File: src/rtl/store_buffer.sv
// store_buffer: posted-write FIFO between the MEM-stage memory unit and data memory.
// Stores are lane-aligned on entry and drained in order over a req/ack handshake.
// Loads are checked against pending entries for RAW ordering, and a fence waits
// for the buffer to drain.
// Optional macro STB_FWD_EN: forward a full-word youngest match to the load
// instead of stalling.
module store_buffer #(
    parameter int DEPTH = 4,
    parameter int PTR_W = 2
) (
    input  logic        clk,
    input  logic        rst,
    input  logic        st_valid,
    input  logic [31:0] st_addr,
    input  logic [31:0] st_data,
    input  logic [3:0]  st_be,
    output logic        st_ready,
    input  logic        ld_valid,
    input  logic [31:0] ld_addr,
    output logic        ld_stall,
    output logic        ld_fwd,
    output logic [31:0] ld_fwd_data,
    input  logic        fence_req,
    output logic        fence_stall,
    output logic        empty,
    output logic        mem_wr_req,
    output logic [31:0] mem_wr_addr,
    output logic [31:0] mem_wr_data,
    output logic [3:0]  mem_wr_be,
    input  logic        mem_wr_ack
);

    localparam logic [PTR_W:0] FULL_CNT = (PTR_W + 1)'(DEPTH);

    // Move right-justified store data into its byte lane within the word.
    function automatic logic [31:0] align_data(input logic [31:0] data, input logic [1:0] off);
        return data << {off, 3'b000};
    endfunction

    // Shift byte enables to the addressed lane; bits past lane 3 fall off.
    function automatic logic [3:0] align_be(input logic [3:0] be, input logic [1:0] off);
        return be << off;
    endfunction

    logic [PTR_W-1:0] head;
    logic [PTR_W-1:0] tail;
    logic [PTR_W:0]   count;
    logic [DEPTH-1:0] ent_vld;
    logic [29:0]      ent_word [DEPTH];
    logic [31:0]      ent_data [DEPTH];
    logic [3:0]       ent_be   [DEPTH];
    logic             enq;
    logic             deq;
    logic [DEPTH-1:0] match;
    logic             unused_ld_off;

    // Byte offset of the load is irrelevant: matching is per word.
    assign unused_ld_off = ^ld_addr[1:0];

    // Full is decided from registered count only; an ack this cycle does not free a slot.
    assign st_ready    = (count != FULL_CNT);
    // Zero byte enables mark a misaligned access: accepted but never written.
    assign enq         = st_valid && st_ready && (st_be != 4'b0000);
    assign mem_wr_req  = (count != '0);
    assign deq         = mem_wr_req && mem_wr_ack;
    assign empty       = (count == '0);
    assign fence_stall = fence_req && !empty;

    // Payload is gated so the bus reads zero whenever nothing is pending.
    assign mem_wr_addr = mem_wr_req ? {ent_word[head], 2'b00} : 32'h0;
    assign mem_wr_data = mem_wr_req ? ent_data[head] : 32'h0;
    assign mem_wr_be   = mem_wr_req ? ent_be[head] : 4'h0;

    // Pointers, occupancy and entry valid bits.
    always_ff @(posedge clk or posedge rst) begin
        if (rst) begin
            head    <= '0;
            tail    <= '0;
            count   <= '0;
            ent_vld <= '0;
        end else begin
            if (enq) tail <= tail + 1'b1;
            if (deq) head <= head + 1'b1;
            case ({enq, deq})
                2'b10:   count <= count + 1'b1;
                2'b01:   count <= count - 1'b1;
                default: count <= count;
            endcase
            if (deq) ent_vld[head] <= 1'b0;
            if (enq) ent_vld[tail] <= 1'b1;
        end
    end

    // Entry payload capture; left unreset since ent_vld/count qualify every use.
    always_ff @(posedge clk) begin
        if (enq) begin
            ent_word[tail] <= st_addr[31:2];
            ent_data[tail] <= align_data(st_data, st_addr[1:0]);
            ent_be[tail]   <= align_be(st_be, st_addr[1:0]);
        end
    end

    // Word-address compare of the MEM load against every live entry, including one being acked.
    always_comb begin
        match = '0;
        for (int i = 0; i < DEPTH; i++) begin
            match[i] = ld_valid && ent_vld[i] && (ent_word[i] == ld_addr[31:2]);
        end
    end

`ifdef STB_FWD_EN
    logic [PTR_W-1:0] yng_idx;
    logic [PTR_W-1:0] idx;
    logic             yng_hit;

    // Walk oldest to youngest so the last hit is the entry closest to tail.
    always_comb begin
        yng_idx = '0;
        yng_hit = 1'b0;
        idx     = '0;
        for (int k = 0; k < DEPTH; k++) begin
            idx = head + PTR_W'(k);
            if (match[idx]) begin
                yng_idx = idx;
                yng_hit = 1'b1;
            end
        end
    end

    // Only a full-word youngest match can supply the load; partial matches stall.
    assign ld_fwd      = yng_hit && (ent_be[yng_idx] == 4'b1111);
    assign ld_stall    = yng_hit && !ld_fwd;
    assign ld_fwd_data = ld_fwd ? ent_data[yng_idx] : 32'h0;
`else
    assign ld_stall    = |match;
    assign ld_fwd      = 1'b0;
    assign ld_fwd_data = 32'h0;
`endif

endmodule

File: config.mk
export PLATFORM = sky130hd
export DESIGN_NAME = store_buffer
export DESIGN_NICKNAME = d
export VERILOG_FILES = /design/src/rtl/store_buffer.sv
export SDC_FILE = /design/constraint.sdc
export NUM_CORES = 1
export LEC_CHECK = 0
export ABC_AREA = 0
export CORE_ASPECT_RATIO = 1.1
export CORE_UTILIZATION = 54
export DETAILED_ROUTE_END_ITERATION = 10
export PLACE_DENSITY = 0.81
export SYNTH_ARGS = -nofsm -noshare
export SYNTH_HDL_FRONTEND = slang
export SYNTH_SLANG_ARGS = --single-unit
export TNS_END_PERCENT = 10
File: constraint.sdc
create_clock -name clk -period 4.2 [get_ports clk]
set_clock_uncertainty 0.15 [all_clocks]
set_input_delay 0.84 -clock clk [delete_from_list [all_inputs] [get_ports clk]]
set_output_delay 0.84 -clock clk [all_outputs]
set_load 0.01 [all_outputs]
* Yosys cells after proc, flatten, opt, wreduce, memory -nomap -nowiden
Memory sizes are Yosys's and may differ from the RTL's.
Cells that the tools add are included.
** Cells by class
- Order comparisons :: 4
- Multiplexer cells :: 12
- Bitwise gates (word level) :: 3
- Shift-type cells :: 2
- $add $sub $neg :: 4
- Reduce and logical (&&, ||, !) cells :: 20
- Eq/ne operators :: 7
** Operator list (number)
- $eq A30 B30 Y1 :: 4
- $mux W32 :: 2
- $shl A32 B5 Y32 :: 1
- $logic_and A1 B1 Y1 :: 14
- $mux W4 :: 3
- $lt A2 B3 Y1 const B :: 2
- $pmux W3 S2 :: 1
- $add A2 B1 Y2 const B :: 2
- $and A4 B4 Y4 :: 1
- $demux W1 S2 :: 2
- $ge A2 B1 Y1 const B :: 2
- $mux W1 :: 4
- $not A4 Y4 :: 1
- $or A4 B4 Y4 :: 1
- $reduce_bool A4 Y1 :: 1
- $reduce_or A4 Y1 :: 1
- $shl A4 B2 Y4 :: 1
- $add A3 B1 Y3 const B :: 1
- $logic_not A3 Y1 :: 1
- $ne A3 B3 Y1 const B :: 1
- $reduce_bool A3 Y1 :: 1
- $sub A3 B1 Y3 const B :: 1
- $eq A2 B1 Y1 const B :: 1
- $eq A2 B2 Y1 const B :: 1
- other kinds (2) :: 2
** Storage, ports and cells
- Logic and storage cells :: 59
- Memories :: 3
- Output and inout bits :: 106
- Register bits :: 11
- Bits in writable memories :: 264
- Input bits :: 106
** Memory list
- ent_data :: depth 4, bits a word 32, rd ports 1, clocked after Yosys merged registers in 0, write ports 1, RTL line 50 : logic [31:0] ent_data [DEPTH];
- ent_word :: depth 4, bits a word 30, rd ports 5, clocked after Yosys merged registers in 0, write ports 1, RTL line 49 : logic [29:0] ent_word [DEPTH];
- ent_be :: depth 4, bits a word 4, rd ports 1, clocked after Yosys merged registers in 0, write ports 1, RTL line 51 : logic [3:0] ent_be [DEPTH];

* Depth between registers and ports, before layout
Gate-level depths: netlist of the first run.
- Depth after elaboration :: 9
- Depth in mapped cells :: 10
- Depth with buffers taken out :: 9

* Worst setup path before layout of the first run
Ideal clock, no wire load.
- Path type :: input -> register
- From :: input port st_be[3]
- To :: memory ent_be[0][0], enable pin
- Stages on the path :: 3
- Path buffers :: 0
- Library setup time :: 0.432 ns
- Path slack :: 0.745 ns
- Data required time :: 3.618 ns
- Arrival time :: 2.873 ns
- Path through :: o41ai_1 a21oi_1 and2_1
** Between the ends
- Cells in the longest elaborated chain, start to end :: 4
** RTL lines
- from (decl) :: RTL line 16 : input logic [3:0] st_be,
- $reduce_bool A4 Y1 :: RTL line 63 : assign enq = st_valid && st_ready && (st_be != 4'b0000);
- $logic_and A1 B1 Y1 :: RTL line 63
- $mux W1 :: RTL line 96 : if (enq) begin
- $mux W1 (not written as such) :: RTL line 99 : ent_be[tail] <= align_be(st_be, st_addr[1:0]);
- to (decl) :: RTL line 51
Every way passes these cells.

* Worst setup path after layout of the first run
- From :: input port ld_addr[7]
- To :: output port ld_stall
** Between the ends
- Cells in the longest elaborated chain, start to end :: 3
- Elaborated cells on any way between the ends :: 9
- Classes of those cells :: eq/ne (4); reduce/logical (5)
** RTL lines
- from (decl) :: RTL line 19 : input logic [31:0] ld_addr,
- $eq A30 B30 Y1 :: RTL line 107 : match[i] = ld_valid && ent_vld[i] && (ent_word[i] == ld_addr[31:2]);
- $logic_and A1 B1 Y1 :: RTL line 107
- $reduce_or A4 Y1 (*) :: RTL line 135 : assign ld_stall = |match;
- to (decl) :: RTL line 20 : output logic ld_stall,
Mark *: on every way between the ends. The rest lies on a longest branch, timed or not.

==> qor.txt, run 1 <==
Tightest Pin Transition: 822 ps
Die H: 164 µm
Final Total Pwr: 10.2 mW
Slowest Stage Delay on Critical Path: 550 ps
Worst R2R Setup Slack: 1620 ps
Area growth syn-to-layout: 22.5%
Crit. End Element: output port
Pwr Density: 650 nW/µm²
Data arrival, critical path: 3050 ps
Seq/Total Area, Yosys: 0.638
post-DP HPWL: 19.6 mm
Max stage delay cell, worst path: clkdlybuf4s50_1
Post CTS Setup Buffer Count: 0
switching power: 3.05 mW
largest net degree at the start of global routing: 52
H-tree lvl count: 1
library cells used by synthesis: 32
register area: 8210 µm²
Clk Latency, worst-skew pair: 520 ps
worst reg2reg path depth: 4
CP dominant cell by count: nand4_1
Achievable Freq: 247 MHz
Post-Syn Area: 12900 µm²
min-delay src: ent_vld[1]
IO buf count: 174
final core occ: 0.681
initial core utilization: 0.555
fillers: 1589
WL final: 28.4 mm
critical path type: input port to output port
CTS tree: built
# rows: 58
critical path fanouts, max: 4
Post-Layout Cell Count: 1291
Vias per Instance: 5.58
Mean Syn Cell Area: 16.3 µm²
Setup Viol. Count Final: 0
maximum VDD drop: 0.525 mV
CP delay by family, top: buffers and inverters
core area: 23100 µm²
gp weighted congestion: 0.886
post-route ant nets: 0
placed insts: 1241
relative slew slack: 0.452
Startpoint Class: input port
Setup TNS: 0 ps
max-cap violations: 0
DR pass1 iterations: 7
Hold Crit Depth: 1
Mapped Cells: 791
routed len/inst: 22.0 µm
Congestion Overflow GR: 0
Period minus WS final: 4040 ps
I/O pin count: 212
Num CTS Buffers: 27
r2r endpoint: ent_data[3][18]
Longest Clk Path Bufs: 3
DR vias: 7208
RSZ-0062 raised after global routing: false
crit path buf inv count: 2
Gate power share: 0.383
Die W: 149 µm
multi-input combinational cell area: 4210 µm²
hold crit path type: flop to flop
clock tree root buffer cell: clkbuf_16
Sink Count: 275
#FFs+latches synth: 275
first-pass GRT wire length: 42.8 mm
CP Data Required Time: 3210 ps
Iteration-0 DRC Markers: 455
nets@finish: 1086
Clock transition at path regs: 60 ps
overall routing resource usage: 0.239
worst hold endpoint: ent_vld[1]
fin. max-slew vios: 0
vias in the first global route: 7454
fin crit share: 0.962
sw frac: 0.298
Cell Chain, Critical Path: clkdlybuf4s50_1 > xnor2_1 > nand4_1 > nor4_2 > nand4_1 > nand4_1 > clkdlybuf4s50_1
clock network fraction of total power: 0.234
run status: complete, no violations
RR Startpoint: count[0]
cell-internal power: 7.19 mW
share of layout cells above drive strength 1: 0.141
Remaining DRCs: 0
LEAKAGE: 5.34 nW
Yosys Warn Count: 0
final hold violation count: 0
die area: 24400 µm²
antenna violations before repair: 2
Seq pwr share: 0.383
==> cells in the mapped netlist, drive strengths merged <==
cell	instances	share of area
clkbuf	27	0.0080
o22ai	1	0.00049
buf	58	0.034
a21oi	10	0.0039
xor2	42	0.029
nor2	12	0.0035
o41ai	1	0.00068
edfxtp	264	0.62
o21ai	10	0.0039
nand2	16	0.0047
nand3	8	0.0031
fa	1	0.0016
inv	10	0.0029
mux2i	19	0.015
nand4	21	0.010
dfrtp	11	0.021
nor4	16	0.0078
nor2b	10	0.0049
or3	1	0.00049
and2	81	0.039
ha	9	0.0088
a21o	4	0.0023
a211oi	9	0.0053
conb	1	0.00029
mux4	66	0.12
xnor2	83	0.057
==> how the worst max path moves through the flow <==
stage / end / slack [ps] / depth (start not counted) / startpoint
3_5_place_dp: ld_stall / 190 / 7 / ld_addr[7]
5_1_grt: ld_stall / 20 / 7 / ld_addr[16]
6_report: ld_stall / 160 / 7 / ld_addr[7]
4_1_cts: ld_stall / 180 / 7 / ld_addr[7]
3_3_place_gp: ld_stall / 190 / 7 / ld_addr[16]
2_1_floorplan: ent_be[0][0] / 750 / 3 / st_be[3]
==> power by group through the flow <==
stage | logic, mW | clock network [mW] | registers [mW]
6_report | 3.92 | 2.39 | 3.92
5_1_grt | 4.19 | 2.53 | 3.97
4_1_cts | 3.99 | 2.42 | 3.92
3_5_place_dp | 3.95 | 0 | 3.97
3_3_place_gp | 3.93 | 0 | 3.94
2_1_floorplan | 2.35 | 0 | 3.84
==> flip-flops by register name, summed over array words and instances (netlist names) <==
name and count:
ent_data 128, ent_vld 4, count 3, head 2
ent_word 120, tail 2, ent_be 16
==> cell families (layout without fill, tap and decap cells) <==
logic type                 after synthesis  count (layout)  synth area share
DFF                                    275             275             0.638
and+or+nand+nor                        165             165            0.0741
xor gates and xnor gates               125             125            0.0851
buffers and inverters                   95             259            0.0453
muxes                                   85              85             0.130
AOI/OAI and AO/OA                       35              35            0.0165
adders and majority gates               10              10            0.0103
other                                    1              37          0.000292
==> layer usage <==
layer	GRT usage	share of wire	vias up
met5	0	0	-
met4	0.0737	0.025	0
met3	0.0414	0.073	48
met2	0.415	0.51	323
met1	0.306	0.39	3573
li1	-	-	3264
==> worst register-to-register path, cell delays in order (launching register included) <==
cell	delay, ps
dfrtp_1	410
nor2_1	90
a21oi_1	440
and2_2	790
buf_4	400
==> cells in the final DEF (no fill, tap or decap), drive strengths merged, types with 19 or more instances in the layout <==
cell type	n
clkbuf	31
conb	35
xnor2	83
mux4	66
mux2i	19
buf	27
edfxtp	264
and2	81
clkdlybuf4s50	174
nand4	21
xor2	42
==> repair_timing <==
item,CTS,global route
gates resized for setup,0,1
setup endpoints to repair,0,1
hold buffers,0,0
hold endpoints to repair,0,0
==> final cells by class <==
class / instances / share of cell area
well taps: 300 / 0.0238
multi-input cells: 455 / 0.267
clock inverters: 17 / 0.0115
clock buffers: 31 / 0.0438
repair buffers: 201 / 0.130
diodes: 2 / 0.000318
flip-flops and latches: 275 / 0.521
inverters: 10 / 0.00238
==> metrics by stage <==
stage | cell area (µm²) | setup slack (ps) | hold slack [ps]
6_report | 15800 | 159 | 347
5_1_grt | 15800 | 24.4 | 370
4_1_cts | 15700 | 178 | 354
3_5_place_dp | 14900 | 191 | 340
3_3_place_gp | 14900 | 193 | 318
2_1_floorplan | 13000 | 745 | 299
Note: power is estimated with default switching activity, not from simulation.
==> inputs of run 2 (changes only) <==
- RECOVER_POWER: default -> 100
==> qor.txt, run 2 (synthesis results as in run 1) <==
run status: finished, violations left (was complete, no violations)
failing checks: capacitance limit, slew limit
Die H: 164 µm (unchanged)
post-DP HPWL: 19.6 mm (unchanged)
critical path type: input port to output port (unchanged)
DR pass1 iterations: 5 (was 7)
worst setup path startpoint: ld_addr[7] (unchanged)
max-cap violations: 3 (was 0)
Seq pwr share: 0.389 (was 0.383)
DR vias: 7251 (was 7208)
first-pass GRT wire length: 42.8 mm (unchanged)
worst reg2reg path depth: 4 (unchanged)
Clock transition at path regs: 60 ps (about the same)
commonest non-fill, non-tap cell in the layout: edfxtp_1 (unchanged)
share of layout cells above drive strength 1: 0.131 (was 0.141)
Vias per Instance: 5.62 (was 5.58)
Achievable Freq: 247 MHz (about the same)
IO buf count: 174 (unchanged)
Worst R2R Setup Slack: 790 ps (was 1620 ps)
Hold-fix buffers, CTS: 0 (unchanged)
fin. max-slew vios: 83 (was 0)
Max stage delay cell, worst path: clkdlybuf4s50_1 (unchanged)
most frequent cells in the layout: 264 x edfxtp_1, 112 x clkdlybuf4s50_1, 83 x xnor2_1 (was 264 x edfxtp_1, 174 x clkdlybuf4s50_1, 83 x xnor2_1)
Tightest Pin Transition: 1850 ps (was 822 ps)
Period minus WS final: 4050 ps (was 4040 ps)
critical path fanouts, max: 4 (unchanged)
Data arrival, critical path: 3060 ps (was 3050 ps)
Area growth syn-to-layout: 21.9% (was 22.5%)
Num CTS Buffers: 27 (unchanged)
Longest Clk Path Bufs: 3 (unchanged)
post-route ant nets: 0 (unchanged)
cell-internal power: 7.05 mW (was 7.19 mW)
antenna violations before repair: 3 (was 2)
# rows: 58 (unchanged)
fin crit share: 0.964 (was 0.962)
routed len/inst: 21.9 µm (was 22.0 µm)
Slowest Stage Delay on Critical Path: 550 ps (about the same)
LEAKAGE: 5.30 nW (was 5.34 nW)
Remaining DRCs: 0 (unchanged)
Iteration-0 DRC Markers: 425 (was 455)
gp weighted congestion: 0.886 (unchanged)
Final Total Pwr: 10.1 mW (was 10.2 mW)
Die W: 149 µm (unchanged)
Cell Chain, Critical Path: clkdlybuf4s50_1 > xnor2_1 > nand4_1 > nor4_2 > nand4_1 > nand4_1 > clkdlybuf4s50_1 (unchanged)
CP delay by family, top: buffers and inverters (unchanged)
nets@finish: 1086 (unchanged)
hold crit path type: flop to flop (unchanged)
Final Instance Area: 15700 µm² (was 15800 µm²)
switching power: 3.03 mW (was 3.05 mW)
core area: 23100 µm² (unchanged)
clock network fraction of total power: 0.238 (was 0.234)
Crit. End Element: output port (unchanged)
fillers: 1608 (was 1589)
largest net degree at the start of global routing: 52 (unchanged)
die area: 24400 µm² (unchanged)
relative slew slack: -0.235 (was 0.452)
r2r endpoint: ent_data[0][12] (was ent_data[3][18])
CTS tree: built (unchanged)
Setup Viol. Count Final: 0 (unchanged)
Setup TNS: 0 ps (unchanged)
Post-CTS Resized: 0 (unchanged)
Congestion Overflow GR: 0 (unchanged)
clock tree root buffer cell: clkbuf_16 (unchanged)
sw frac: 0.301 (was 0.298)
vias in the first global route: 7454 (unchanged)
maximum VDD drop: 0.524 mV (was 0.525 mV)
Clk Latency, worst-skew pair: 520 ps (about the same)
post-place instance area: 14900 µm² (unchanged)
RR Startpoint: count[0] (unchanged)
overall routing resource usage: 0.239 (unchanged)
largest registers: ent_data (128), ent_word (120), ent_be (16) (unchanged)
H-tree lvl count: 1 (unchanged)
Setup crit end: ld_stall (unchanged)
final hold violation count: 0 (unchanged)
Most flops, register: ent_data (unchanged)
Gate power share: 0.373 (was 0.383)
initial core utilization: 0.555 (unchanged)
CP dominant cell by count: nand4_1 (unchanged)
Pwr Density: 643 nW/µm² (was 650 nW/µm²)
Sink Count: 275 (unchanged)
Startpoint Class: input port (unchanged)
CP Data Required Time: 3210 ps (about the same)
crit path buf inv count: 2 (unchanged)
WL final: 28.3 mm (was 28.4 mm)
number of flip-flops in the largest register: 128 (unchanged)
critical path depth in cells: 7 (unchanged)
I/O pin count: 212 (unchanged)
RSZ-0062 raised after global routing: false (unchanged)
Post CTS Setup Buffer Count: 0 (unchanged)
run 2: power by group through the flow:
stage	combinational, mW	sequential, mW	clock, mW
3_3_place_gp	3.93	3.94	0
4_1_cts	3.99	3.92	2.42
6_report	3.76	3.92	2.39
3_5_place_dp	3.95	3.97	0
5_1_grt	4.04	3.98	2.53
2_1_floorplan	2.35	3.84	0
run 2: per-layer routing:
metal	wire length [µm]	track usage
met1	10900	0.306
met2	14500	0.415
met3	2140	0.0414
met4	770	0.0737
met5	0	0
run 2: worst min path at each step:
stage	startpoint	end	slack (ps)	depth (start not counted)
floorplan	ent_vld[0]	ent_vld[0]	300	1
global placement	ent_vld[2]	ent_vld[2]	320	1
detailed placement	ent_vld[1]	ent_vld[1]	340	1
CTS	ent_vld[1]	ent_vld[1]	350	1
global route	ent_vld[1]	ent_vld[1]	370	1
finish	ent_vld[1]	ent_vld[1]	350	1
run 2: layout make-up:
type | count | area [µm²] | area share
diodes | 2 | 5.00 | 0.000319
inverters | 10 | 37.5 | 0.00239
flip-flops and latches | 275 | 8210 | 0.523
clock buffers | 31 | 691 | 0.0441
well taps | 300 | 375 | 0.0239
clock inverters | 17 | 181 | 0.0116
multi-input cells | 455 | 4210 | 0.268
repair buffers | 201 | 1970 | 0.126
run 2: metrics by stage:
stage / util / setup slack [ps] / cells / hold WS [ps]
2_1_floorplan: - / 745 / 825 / 299
3_5_place_dp: 0.642 / 191 / 1241 / 340
5_1_grt: 0.677 / 14.7 / 1289 / 370
3_3_place_gp: 0.642 / 193 / 1241 / 318
4_1_cts: 0.680 / 178 / 1289 / 354
6_report: 0.677 / 150 / 1291 / 348
==> inputs of run 3 (changes only) <==
- SLEW_MARGIN: default -> 30
==> results of run 3 <==
The final DEF is identical to that of run 2; final timing and power are the same.
